$ cat src/rtl/mybus_pkg.sv
// mybus_pkg
//   Shared definitions for the myBus environment: the default data-lane
//   width and the matching data type. The myBus interface and the
//   mybus_counter blocks both import this package.
package mybus_pkg;

  localparam int MYBUS_D_WIDTH = 8;

  typedef logic [MYBUS_D_WIDTH-1:0] mybus_data_t;

endpackage : mybus_pkg

$ cat src/rtl/mybus_if.sv
// myBus
//   Bus bundle between the testbench and the counter.
//   Ports:
//     clk     - bus clock, shared by both sides
//   Lanes:
//     enable  - count enable, written by the testbench side
//     data    - counter value, written by the DUT side
//   Modports:
//     DUT     - clk/enable in, data out
//     TB      - clk/data in, enable out
//   The data lane carries no valid/ready pair: it holds a registered value
//   that is meaningful on every cycle after reset, and the receiving side
//   samples it whenever it likes.
interface myBus
  import mybus_pkg::*;
#(
  parameter int D_WIDTH = MYBUS_D_WIDTH
) (
  input logic clk
);

  logic               enable;
  logic [D_WIDTH-1:0] data;

  modport DUT (input clk, input enable, output data);
  modport TB  (input clk, input data, output enable);

endinterface : myBus

$ cat src/rtl/mybus_counter_core.sv
// mybus_counter_core
//   D_WIDTH-bit up-counter. Increments on every enabled edge, wraps modulo
//   2^D_WIDTH with no carry flag, and clears (rather than holds) on any
//   edge where enable is low.
//   Ports:
//     clk     in   rising-edge clock
//     rst     in   synchronous active-high reset (takes priority over enable)
//     enable  in   count enable
//     data    out  registered counter value
module mybus_counter_core
  import mybus_pkg::*;
#(
  parameter int D_WIDTH = MYBUS_D_WIDTH
) (
  input  logic               clk,
  input  logic               rst,
  input  logic               enable,
  output logic [D_WIDTH-1:0] data
);

  logic [D_WIDTH-1:0] r_data;
  logic [D_WIDTH-1:0] w_data_next;

  // Dropping enable is a clear, not a pause; the add truncates to
  // D_WIDTH so the all-ones value rolls straight over to zero.
  always_comb begin
    w_data_next = '0;
    if (enable) begin
      w_data_next = r_data + D_WIDTH'(1);
    end
  end

  always_ff @(posedge clk) begin
    if (rst) begin
      r_data <= '0;
    end else begin
      r_data <= w_data_next;
    end
  end

  assign data = r_data;

endmodule : mybus_counter_core

$ cat src/rtl/mybus_counter.sv
// mybus_counter
//   Bus-side data source for the myBus environment. Thin wrapper that maps
//   the myBus.DUT modport lanes onto mybus_counter_core. The reset is a
//   separate port because the bus bundle carries no reset.
//   Ports:
//     bus     myBus.DUT  clk in, enable in, data out
//     rst     in         synchronous active-high reset
//   D_WIDTH must match the D_WIDTH of the connected myBus instance.
module mybus_counter
  import mybus_pkg::*;
#(
  parameter int D_WIDTH = MYBUS_D_WIDTH
) (
  myBus.DUT   bus,
  input logic rst
);

  mybus_counter_core #(
    .D_WIDTH (D_WIDTH)
  ) u_core (
    .clk    (bus.clk),
    .rst    (rst),
    .enable (bus.enable),
    .data   (bus.data)
  );

endmodule : mybus_counter

$ cat src/flat_wrapper.sv
// flat-port wrapper written by rule: the top's interface ports become plain ports
module mybus_counter_flat import mybus_pkg::*;
#(
  parameter int D_WIDTH = MYBUS_D_WIDTH
)
  (rst, clk, bus_enable, bus_data);
  myBus #(.D_WIDTH(D_WIDTH)) bus_i (.clk(clk));
  input logic rst;
  input wire logic clk;
  input wire logic [$bits(bus_i.enable)-1:0] bus_enable;
  output wire logic [$bits(bus_i.data)-1:0] bus_data;
  assign bus_i.enable = bus_enable;
  assign bus_data = bus_i.data;
  mybus_counter #(.D_WIDTH(D_WIDTH)) u_core (.bus(bus_i), .rst(rst));
endmodule
$ cat config.mk
export PLATFORM = sky130hd
export DESIGN_NAME = mybus_counter_flat
export DESIGN_NICKNAME = d
export VERILOG_FILES = /design/src/rtl/mybus_pkg.sv /design/src/rtl/mybus_if.sv /design/src/rtl/mybus_counter_core.sv /design/src/rtl/mybus_counter.sv /design/src/flat_wrapper.sv
export SDC_FILE = /design/constraint.sdc
export NUM_CORES = 1
export LEC_CHECK = 0
export CAP_MARGIN = 10
export CORE_AREA = 5 5 42 44
export DETAILED_ROUTE_END_ITERATION = 8
export DIE_AREA = 0 0 47 49
export GPL_ROUTABILITY_DRIVEN = 1
export PLACE_DENSITY = 0.56
export RECOVER_POWER = 50
export SYNTH_ARGS = -nofsm -noshare
export SYNTH_HDL_FRONTEND = slang
export SYNTH_SLANG_ARGS = --single-unit
$ cat constraint.sdc
create_clock -name clk -period 1.6 [get_ports clk]
set_clock_uncertainty 0.15 [all_clocks]
set_input_delay 0.24 -clock clk [delete_from_list [all_inputs] [get_ports clk]]
set_output_delay 0.24 -clock clk [all_outputs]
set_load 0.02 [all_outputs]
==> results.md <==
- Router iterations before antenna repair: 2
- Share of the synthesized area in the top cell type: 51.0%
- Clk network pwr share: 40.8%
- CTS Buf Count: 3
- CTS tree: built
- RSZ-0062 raised after global routing: false
- Commonest cells post-synth: dfxtp_1, nor2_1, a21oi_1, o21ai_0, or3_1
- Final hold violations: 0
- Primary FF master, synth: dfxtp_1
- Multi-input logic area: 141 um2
- Placer Congestion: 0.693
- Switching Fraction: 20.9%
- Global router's overall resource usage: 7.40%
- Die ar.: 0.00230 mm2
- Root Buffer: clkbuf_4
- CP required: 1.21 ns
- Largest net degree at the start of global routing: 9
- Final setup violation count: 0
- Layout area overhead: 45.0%
- Die Wd: 47 um
- Final setup margin: 0.232 ns
- Inserted Diodes: 0
- Post-CTS sizing: 7
- CORE AREA: 0.00140 mm2
- Startpoint Class: flop
- Ports: 11
- Vias per cell: 4.30
- Initial antenna violation count: 0
- Power Density: 822 mW/mm2
- Synth area leaders: dfxtp_1, nor2_1, or3_1, xor2_1, a21oi_1
- Setup CP Type: flop to primary output
- # rows: 14
- Setup slack, reg-to-reg: 0.26 ns
- CTS HTree Levels: 1
- Clk_lat worst skew: 0.25 ns
- Syn nets: 39
- Max FFs per register: 8
- Clock slew at reported path FFs: 0.05 ns
- Sequential share of power: 54.5%
- Synth unique cells: 15
- Async SR Flop Fraction: 0%
- Number of nets in the layout: 56
- Mapped Avg Cell Area: 8.97 um2
- CP Data Arrival Time: 0.98 ns
- Setup_tns: 0 ns
- Outcome: finished, final reports clean
- Most common cell in the synthesized netlist: dfxtp_1
- PortBufs: 10
- Share of cells above drive strength 1: 12.0%
- Max-slew headroom: 79.9%
- DR WL/cell: 9.79 um
- Synth warnings: 0
- Post-synth EDFFs: 0
- Worst vdd ir: 0.000357 V
- Number of global-route vias before repair: 285
- 1st-iter DRT viols: 5
- Period utilization: 85.5%
- Switching Power: 0.0784 mW
- Seq. cell area: 160 um2
- Number of setup buffers added after CTS: 0
- Pins Over Slew Limit: 0
- Pre-CTS setup slack: 0.220 ns
- Drt drc: 0
- Remaining antenna violation count: 0
- Largest delay contributor family on the critical path: flip-flops
- Drt total wl: 646 um
- Syn Inst Count: 35
- Leakage power: 0.196 nW
- CP max stage cell: dfxtp_1
- P_int: 0.296 mW
- Crit-path max FO: 5
- Fillcell total: 154
- Total gr overflow: 0
- Die height: 49 um
- Hold buffers post-CTS: 0
- Critical path capture point type: primary output
- Sequential element share of the synthesized area: 51.0%
- Cell Chain, Critical Path: dlygate4sd2_1
- Starting Density: 22.4%
- Worst-Margin Slew: 0.301 ns
- Largest area contributor in the netlist: dfxtp_1
- #FFs+latches synth: 8
- Synthesized area: 314 um2
- Type of the most critical hold path: flop to flop
- Tmin final: 1.37 ns
- Critical path's largest stage delay: 0.38 ns
- Max-cap violations: 0
- Max Fclk: 731 MHz
- Logic pwr share: 4.7%
- Global-route wire length before repair: 1.12 mm
- Post-detail-place hpwl: 486 um
- CTS Sinks: 8
- DR vias: 284
- Clock buffer depth: 2
- WP buf/inv: 1
placed cells by master, fill, tap and decap left out, drive strengths merged:
cell and instances:
ha 1, xnor2 1, o21ai 3, dlygate4sd2 7, xor2 2, nand4 1, clkbuf 4, buf 3
nand3 3, dfxtp 8, dlygate4sd3 1, inv 1, nand2b 1, a21oi 3, clkdlybuf4s50 1, nor2 5
or3 3, nand2 2
stage by stage:
stage	utilization [%]	hold WS [ns]	power, mW	cells	area, um2
3_3_place_gp	32.3	0.302	0.229	63	453
6_report	32.5	0.307	0.374	66	455
3_5_place_dp	32.3	0.310	0.229	63	453
5_1_grt	32.5	0.326	0.401	66	455
2_1_floorplan	-	0.379	0.218	35	314
4_1_cts	33.3	0.325	0.385	66	467
power by group through the flow:
stage,Sequential (mW),Combinational (mW),Clock (mW)
2_1_floorplan,0.212,0.00651,0
3_3_place_gp,0.208,0.0204,0
3_5_place_dp,0.209,0.0202,0
4_1_cts,0.204,0.0188,0.162
5_1_grt,0.204,0.0191,0.177
6_report,0.204,0.0176,0.153
logic make-up (layout without fill, tap and decap cells):
| family | Yosys count | in the layout | share of synthesized area (%) |
|---|---|---|---|
| AOI/OAI and AO/OA | 6 | 6 | 9.56 |
| xor gates and xnor gates | 3 | 3 | 8.37 |
| adders and majority gates | 1 | 1 | 3.98 |
| buffers and inverters | 2 | 17 | 2.39 |
| DFF | 8 | 8 | 51.0 |
| and+or+nand+nor | 15 | 15 | 24.7 |
final timing paths:
path / cells after the start / from / to
worst max-delay path: 1 / u_core.u_core.data[5] / bus_data[5]
worst min-delay path: 1 / u_core.u_core.data[0] / u_core.u_core.data[0]
worst max register to register: 4 / u_core.u_core.data[0] / u_core.u_core.data[6]
worst min register to register: 1 / u_core.u_core.data[0] / u_core.u_core.data[0]
area by class of cell:
cell class,instances,share of cell area [%]
clock buffer,3,4.95
multi-input combinational,25,31.0
timing repair buffer,13,23.6
tap,16,4.40
inverter,1,0.824
sequential,8,35.2
layer usage:
metal / vias to the layer above / wire (um) / global-route usage, % / share of wire [%]
met5: - / 0 / 0 / 0
met4: 0 / 0 / 4.15 / 0
met3: 0 / 106 / 8.49 / 16
met2: 14 / 259 / 7.92 / 40
met1: 121 / 280 / 8.39 / 43
li1: 149 / - / - / -
Power figures use the tool's default switching activity.
